**config.mk**
```make
export PLATFORM = sky130hd
export DESIGN_NAME = seg7_scan_decoder
export DESIGN_NICKNAME = d
export VERILOG_FILES = /design/src/rtl/seg7_pkg.sv /design/src/rtl/seg7_pattern_decode.sv /design/src/rtl/seg7_scan_decoder.sv
export SDC_FILE = /design/constraint.sdc
export NUM_CORES = 1
export LEC_CHECK = 0
export CAP_MARGIN = 20
export CORE_UTILIZATION = 37
export DETAILED_ROUTE_END_ITERATION = 10
export GPL_TIMING_DRIVEN = 0
export HOLD_SLACK_MARGIN = 0.08
export PLACE_DENSITY = 0.62
export RECOVER_POWER = 25
export SYNTH_ARGS = -nofsm -noshare
export SYNTH_HDL_FRONTEND = slang
export SYNTH_SLANG_ARGS = --single-unit
```
**constraint.sdc**
```tcl
create_clock -name clk -period 7.8 [get_ports clk]
set_input_delay 0.78 -clock clk [delete_from_list [all_inputs] [get_ports clk]]
set_output_delay 0.78 -clock clk [all_outputs]
set_load 0.1 [all_outputs]
```
**src/rtl/seg7_pkg.sv**
```systemverilog
// Shared glyph constants, FSM state type and invalid-value code for the seven-segment readback path.
// Patterns are active-low {a,b,c,d,e,f,g}.
package seg7_pkg;

  localparam logic [6:0] SEG7_0 = 7'b0000001;
  localparam logic [6:0] SEG7_1 = 7'b1001111;
  localparam logic [6:0] SEG7_2 = 7'b0010010;
  localparam logic [6:0] SEG7_3 = 7'b0000110;
  localparam logic [6:0] SEG7_4 = 7'b1001100;
  localparam logic [6:0] SEG7_5 = 7'b0100100;
  localparam logic [6:0] SEG7_6 = 7'b0100000;
  localparam logic [6:0] SEG7_7 = 7'b0001111;
  localparam logic [6:0] SEG7_8 = 7'b0000000;
  localparam logic [6:0] SEG7_9 = 7'b0000100;
  localparam logic [6:0] SEG7_A = 7'b0001000;
  localparam logic [6:0] SEG7_B = 7'b1100000;
  localparam logic [6:0] SEG7_C = 7'b0110001;
  localparam logic [6:0] SEG7_D = 7'b1000010;
  localparam logic [6:0] SEG7_E = 7'b0110000;
  localparam logic [6:0] SEG7_F = 7'b0111000;

  localparam logic [3:0] SEG7_INVALID = 4'hF;

  typedef enum logic [1:0] {
    IDLE,
    SETTLE,
    CAPTURE,
    HOLD
  } seg7_state_e;

endpackage

```
**src/rtl/seg7_pattern_decode.sv**
```systemverilog
// Combinational glyph-to-value decoder; unknown glyphs give SEG7_INVALID with err_o set.
// Build option: define SEG7_DECODE_HEX_EN to also accept the A-F glyphs.
module seg7_pattern_decode
  import seg7_pkg::*;
(
  input  logic [6:0] seg_i,
  output logic [3:0] value_o,
  output logic       err_o
);

  always_comb begin
    value_o = SEG7_INVALID;
    err_o   = 1'b0;
    case (seg_i)
      SEG7_0: value_o = 4'h0;
      SEG7_1: value_o = 4'h1;
      SEG7_2: value_o = 4'h2;
      SEG7_3: value_o = 4'h3;
      SEG7_4: value_o = 4'h4;
      SEG7_5: value_o = 4'h5;
      SEG7_6: value_o = 4'h6;
      SEG7_7: value_o = 4'h7;
      SEG7_8: value_o = 4'h8;
      SEG7_9: value_o = 4'h9;
`ifdef SEG7_DECODE_HEX_EN
      SEG7_A: value_o = 4'hA;
      SEG7_B: value_o = 4'hB;
      SEG7_C: value_o = 4'hC;
      SEG7_D: value_o = 4'hD;
      SEG7_E: value_o = 4'hE;
      SEG7_F: value_o = 4'hF;
`endif
      default: err_o = 1'b1;
    endcase
  end

endmodule

```
**src/rtl/seg7_scan_decoder.sv**
```systemverilog
// Reads back a multiplexed 7-seg bus: settles each {an,segment} pair, decodes it per digit, pulses per full frame.
// Build option: SEG7_DECODE_HEX_EN (consumed by seg7_pattern_decode) enables A-F glyphs.
module seg7_scan_decoder
  import seg7_pkg::*;
#(
  parameter int NUM_DIGITS    = 4,
  parameter int SETTLE_CYCLES = 4
) (
  input  logic                    clk,
  input  logic                    reset,
  input  logic [NUM_DIGITS-1:0]   an,
  input  logic [6:0]              segment,
  output logic [4*NUM_DIGITS-1:0] digits,
  output logic [NUM_DIGITS-1:0]   digit_err,
  output logic                    frame_strobe,
  output logic                    frame_valid
);

  localparam int              CW       = $clog2(SETTLE_CYCLES + 1);
  localparam logic [CW-1:0]   CNT_MAX  = CW'(SETTLE_CYCLES);
  localparam logic [CW-1:0]   CNT_LAST = CW'(SETTLE_CYCLES - 1);

  logic [NUM_DIGITS+6:0]   sample_d, sample_q;
  logic [CW-1:0]           cnt_d, cnt_q;
  seg7_state_e             state_d, state_q;
  logic [4*NUM_DIGITS-1:0] digits_q;
  logic [NUM_DIGITS-1:0]   err_q, seen_q, seen_d, sel;
  logic                    strobe_q, valid_q;
  logic                    qual, same, settle_done, capture_en, frame_done;
  logic [3:0]              dec_value;
  logic                    dec_err;

  assign sample_d    = {an, segment};
  assign sel         = ~an;
  assign qual        = $onehot(sel);
  assign same        = (sample_d == sample_q);
  assign settle_done = qual && same && (cnt_q == CNT_LAST);
  assign seen_d      = seen_q | sel;
  assign frame_done  = capture_en && (&seen_d);

  // Counts consecutive identical qualified samples; saturates so a held pattern is captured once.
  assign cnt_d = (!qual || !same) ? '0 :
                 (cnt_q == CNT_MAX) ? cnt_q : cnt_q + 1'b1;

  seg7_pattern_decode u_decode (
    .seg_i   (sample_q[6:0]),
    .value_o (dec_value),
    .err_o   (dec_err)
  );

  always_ff @(posedge clk) begin
    if (reset) state_q <= IDLE;
    else       state_q <= state_d;
  end

  always_comb begin
    state_d = state_q;
    case (state_q)
      IDLE: begin
        if (settle_done)  state_d = CAPTURE;
        else if (qual)    state_d = SETTLE;
      end
      SETTLE: begin
        if (settle_done)          state_d = CAPTURE;
        else if (!qual || !same)  state_d = IDLE;
      end
      CAPTURE: state_d = HOLD;
      HOLD: begin
        // A change landing on the capture edge leaves cnt below saturation; re-settle on it.
        if (!qual)                              state_d = IDLE;
        else if (settle_done)                   state_d = CAPTURE;
        else if (!same || cnt_q != CNT_MAX)     state_d = SETTLE;
      end
      default: state_d = IDLE;
    endcase
  end

  always_comb begin
    capture_en = 1'b0;
    case (state_q)
      IDLE, SETTLE, HOLD: capture_en = settle_done;
      default:            capture_en = 1'b0;
    endcase
  end

  always_ff @(posedge clk) begin
    if (reset) begin
      sample_q <= '0;
      cnt_q    <= '0;
      digits_q <= '0;
      err_q    <= '0;
      seen_q   <= '0;
      strobe_q <= 1'b0;
      valid_q  <= 1'b0;
    end else begin
      sample_q <= sample_d;
      cnt_q    <= cnt_d;
      strobe_q <= frame_done;
      if (capture_en) begin
        for (int k = 0; k < NUM_DIGITS; k++) begin
          if (sel[k]) begin
            digits_q[4*k +: 4] <= dec_value;
            err_q[k]           <= dec_err;
          end
        end
        seen_q <= frame_done ? '0 : seen_d;
        if (frame_done) valid_q <= 1'b1;
      end
    end
  end

  assign digits       = digits_q;
  assign digit_err    = err_q;
  assign frame_strobe = strobe_q;
  assign frame_valid  = valid_q;

endmodule

```
Word level (Yosys, flattened, before mapping)
Cells that the tools add are included.
Storage, ports and cells
  register bits: 42
  bits in latches: 0
  memory bits (writable): 0
  ROM bits: 0
  output and inout port bits: 22
  memories: 0
Cells by class
  add/sub/neg operators: 4
  multipliers: 0
  div/mod/pow operators: 0
  order comparisons: 0
  eq/ne operators: 20
  shift-type cells: 0
  muxes and demuxes: 12
  bitwise operators: 2
  reductions and logical operators: 19
Operators with widths (number)
  4-bit one-hot mux with 10 select lines: 1
  7-bit by 3-bit equality test with 1-bit output (second input constant): 2
  7-bit by 6-bit equality test with 1-bit output (second input constant): 2
  7-bit equality test (second input constant): 2
  2-bit two-way mux: 7
  11-bit equality test: 1
  2-bit AND reduction: 5
  10-bit OR reduction: 1
  3-bit != test (second input constant): 3
  2-bit one-hot mux with 4 select lines: 1
  7-bit by 1-bit equality test with 1-bit output (second input constant): 1
  7-bit by 4-bit equality test with 1-bit output (second input constant): 1
  7-bit by 5-bit equality test with 1-bit output (second input constant): 1
  7-bit logical NOT: 1
  1-bit by 1-bit adder with 2-bit output: 2
  2-bit equality test (second input constant): 2
  4-bit two-way mux: 1
  4-bit != test (second input constant): 1
  4-bit NOT: 1
  4-bit OR: 1
  4-bit AND reduction: 1
  2-bit by 2-bit adder with 3-bit output: 1
  3-bit by 1-bit adder with 3-bit output (second input constant): 1
  3-bit by 1-bit equality test with 1-bit output (second input constant): 1
  other kinds (11): 16

Longest topological paths before layout
  depth after elaboration: 9
  gate-level depth with buffers: 9
  gate-level depth less buffers: 9

By module
A second synthesis with hierarchy kept.
Second synthesis, totals
  cell total of the unflattened synthesis: 203
  area total of the unflattened synthesis: 1971.9 um^2
Modules (own cells, without submodules)
  seg7_scan_decoder: times used 1, cells an instance 174, area each 1773.0 um^2
  seg7_pattern_decode: times used 1, cells an instance 29, area each 198.9 um^2

Worst setup path after synthesis
Ideal clock, no wire load.
  kind: input to register
  from: in an[0]
  to: reg digits_q[13] (netlist: digits[13])
  library setup time: 134 ps
  arrival: 2970 ps
  data required time: 7666 ps
  path slack: 4696 ps
  stages on the path: 9
  path through: fa_1 inv_1 ha_1 ha_1 nor3b_2 and4_2 nand4_1 nor3_2 a211oi_2
Between the ends
  longest elaborated chain between the ends: 8
Ends and longest elaborated chain
  from (decl): line seg7_scan_decoder.sv:11  | input logic [NUM_DIGITS-1:0] an,
  4-bit NOT: line seg7_scan_decoder.sv:34  | assign sel = ~an;
  1-bit by 1-bit adder with 2-bit output (not written as such): line seg7_scan_decoder.sv:35  | assign qual = $onehot(sel);
  2-bit by 2-bit adder with 3-bit output (not written as such): line seg7_scan_decoder.sv:35
  3-bit by 1-bit equality test with 1-bit output: line seg7_scan_decoder.sv:35
  1-bit logical AND (*) (2 in series): line seg7_scan_decoder.sv:37  | assign settle_done = qual && same && (cnt_q == CNT_LAST);
  1-bit two-way mux (*): line seg7_scan_decoder.sv:80  | case (state_q)
  2-bit AND reduction (no line) (*)
  to (signal, indexed assignment): line seg7_scan_decoder.sv:102  | digits_q[4*k +: 4] <= dec_value;
  to (decl): line seg7_scan_decoder.sv:26  | logic [4*NUM_DIGITS-1:0] digits_q;
Mark *: on every way between the ends. The rest lies on a longest branch, timed or not.
A chain may end at the register's enable or synchronous reset.

Final worst setup path
Ends and elaborated chain as after synthesis.

==> metrics <==
buffers plus inverters on the worst setup path=2; setup slack of the worst register-to-register path=5.41 ns; total of buffers placed on input and output ports=34; number of distinct library cell variants in the gate-level netlist after synthesis=56; Avg Synthesized Cell Area=9.68 um^2; Post-Route Hold Slack=0.450 ns; setup-violating endpoint count in the final report=0; vias in the first global route=1,700; Detail Placement HPWL=3750 um; Critical Path Source Type=input pin; nets in the synthesized netlist=250; delay-heaviest family, CP=simple AND/OR/NAND/NOR gates; row count=27; clk_lat worst skew=0.30 ns; met2 demand-to-capacity share in global routing=26.7%; FILL cells=556; initial antenna violation count=0; clock edge transition at the registers on the reported setup and hold paths=0.09 ns; number of violations reported at the end of detailed-routing iteration 0=131; routed vias=1,833; Power Dens Cells=154 nW/um^2; overall track demand over capacity in global routing=17.0%; Clock Tree Root=clkbuf_8; # nets final=291; Min-Delay Path Depth=2; Die Span Y=79.7 um; most utilized layer in the global route result=met2; top cell type's share of synthesized area=37.6%; arrival time of the worst setup path=3.82 ns; Overall Power=0.000426 W; post-CTS repair timing setup buffer count=0; proportion of total power due to net switching=27.7%; Worst Hold End=frame_valid; portion of the clock cycle consumed by the worst path in the final layout=46.8%; number of warnings printed during yosys synthesis=0; first-pass GRT wire length=8380 um; Diodes inserted=0; Ports=35; dominant register cell in the synthesized netlist=dfxtp_1; flip-flop and latch count after synthesis=42; Min-Delay Path Class=reg2reg; met3 usage in global routing=3.54%; hold buffers post-CTS=0; required time worst endpoint=7.98 ns; list of cells traversed by the critical path=clkdlybuf4s50_1, fa_1, inv_1, ha_1, ha_1, nor3b_2, and4_2, nand4_1, nor3_2, a211oi_2; # Max-Cap Violations=0; Stages on worst setup path=10; pin count of the biggest net entering global routing=16; number of buffers on the longest clock path=2; worst setup slack before clock tree synthesis=3.83 ns; synthesis-to-finish area growth=23.4%; Combinational Power Share=14.1%; FFs w/ async S/R, synth=0%; biggest fanout along the worst timing path=9; TritonCTS Sinks=42; core area=5680 um^2; TritonCTS clock tree=built; shortest period the worst path allows=3.65 ns; startpoint of the most critical hold path=frame_valid; synth top area cells=dfxtp_1 38%, xor2_1 4.3%, nand3b_1 4.0%; Final Wtd Congestion=0.770; register area=841 um^2; Worst Max-Slew Pin Slew=0.980 ns; number of clock buffers inserted by TritonCTS=5; peak supply drop=0.0000655 V; Max Clock Skew=0.0172 ns; Multi-input gate area=1230 um^2; number of detailed-routing iterations run before antenna repair=4; cell depth of the worst flop-to-flop path=6; count of mapped cells out of synthesis=231; GRT Residual Overflow=0; number of synthesized flops with an enable pin=0; Initial Utilization=39.4%; final wirelength=4950 um; via density per instance=5.31; share of final-layout standard cells stronger than drive strength 1=16.5%; Critical Path End Type=flip-flop; share of power burned in the clock network=34.2%; NetSw=0.000118 W; final hold violations=0; run status=complete, no violations; width of the die=79.7 um; most prevalent standard cell on the critical path=ha_1; Fmax achieved=274 MHz; Relative slew margins=34.5%; critical path's slowest cell=fa_1; endpoint of the worst-slack reg-to-reg timing path=digits[4]; H-Tree Depth=2; post-synthesis instance area=2240 um^2; cell type contributing the most total cell area after synthesis=dfxtp_1; count of unresolved DRC violations after routing=0; routed len/inst=14.3 um; final max-slew violation count=0; CP Class=in2reg; beginning of the worst register-to-register path=sample_q[6]; antenna-violating nets left=0; Setup WS post-layout=4.15 ns; setup repair after global routing missed its margin=false; post-cts repair resize count=0; met1 global-route usage=23.4%; Setup Total Neg Slack=0 ns; Leakage Power=1.01 nW; die area=6360 um^2; sequential-to-total area share from yosys stat=37.6%; slowest stage delay, CP=0.58 ns; Seq pwr share=51.7%; cell-internal power=0.000308 W
## cell type report
type                            count  area share [%]
Multi-Input combinational cell    160            44.5
Sequential cell                    42            30.5
Timing Repair Buffer               34            12.3
Clock inverter                      3           0.862
Clock buffer                        5            2.49
Inverter                           16            2.18
Tap cell                           72            3.27
Buffer                             13            3.90
## metal layers
| metal | vias to the layer above | share of wire (%) |
|---|---|---|
| li1 | 917 | - |
| met1 | 865 | 50 |
| met2 | 47 | 45 |
| met3 | 4 | 4.4 |
| met4 | 0 | 1.2 |
| met5 | - | 0 |
## cell usage after synthesis (4+ instances only)
master    number
nor2b_1        9
o21a_1         4
nand4_1        6
nand3_1        4
dfxtp_1       42
ha_1           5
o21ai_1        8
nand3b_1      12
a211oi_2       7
nand2_1        7
buf_6          4
nor3_1        11
nor2_1        11
xor2_1        11
a31oi_1        4
o21ai_0        6
inv_1         16
## worst min-delay path, cell delays in order (launching register included)
cell and delay (ns):
dfxtp_1 0.31, inv_1 0.04, a21oi_1 0.05
## per-stage QoR
stage                     instances  utilization [%]  instance area (um^2)
final                           345             48.6                  2760
after CTS                       345             48.6                  2760
after detailed placement        337             47.0                  2670
after global routing            345             48.6                  2760
after floorplan                 231                -                  2240
after global placement          337             47.0                  2670
## cells in the final DEF (no fill, tap or decap), types with 4 or more instances in the layout
master and count:
dlygate4sd3_1 6, nor2b_1 9, ha_1 5, o21ai_1 8
clkdlybuf4s50_1 28, dfxtp_1 42, a31oi_1 4, clkbuf_8 5
nand3b_1 12, nand3_1 4, inv_1 16, a211oi_2 7
xor2_1 11, nor3_1 11, o21ai_0 6, nor2_1 11
clkbuf_1 4, buf_6 4, o21a_1 4, nand4_1 6
nand2_1 7
## worst max-delay path by stage
| stage | start | endpoint | slack (ns) |
|---|---|---|---|
| finish | an[0] | digits[13] | 4.15 |
| global route | an[0] | digits[8] | 3.96 |
| CTS | an[0] | digits[13] | 4.15 |
| detailed placement | an[0] | digits[13] | 3.83 |
| global placement | an[0] | digits[13] | 3.83 |
| floorplan | an[0] | digits[13] | 4.70 |
## sequential cells by signal (all words and copies together), names as in the netlist
register / flops
sample_q: 11
cnt_q: 3
state_q: 2
digits: 16
frame_valid: 1
frame_strobe: 1
seen_q: 4
digit_err: 4
## power by group through the flow
stage / registers (W) / logic, W / clock network [W]
after floorplan: 0.000225 / 0.0000422 / 0
after global placement: 0.000225 / 0.0000599 / 0
after detailed placement: 0.000225 / 0.0000602 / 0
after CTS: 0.000220 / 0.0000605 / 0.000150
after global routing: 0.000221 / 0.0000670 / 0.000161
final: 0.000220 / 0.0000599 / 0.000146
## logic make-up (layout without fill, tap and decap cells)
| group | after synthesis | after routing | share of synthesized area [%] |
|---|---|---|---|
| AOI/OAI and AO/OA | 47 | 47 | 17.2 |
| buffers and inverters | 29 | 71 | 7.50 |
| xor gates and xnor gates | 12 | 12 | 4.70 |
| adders and majority gates | 6 | 6 | 3.69 |
| and+or+nand+nor | 93 | 93 | 28.4 |
| muxes | 2 | 2 | 0.895 |
| DFF | 42 | 42 | 37.6 |
Note: power is estimated with default switching activity, not from simulation.
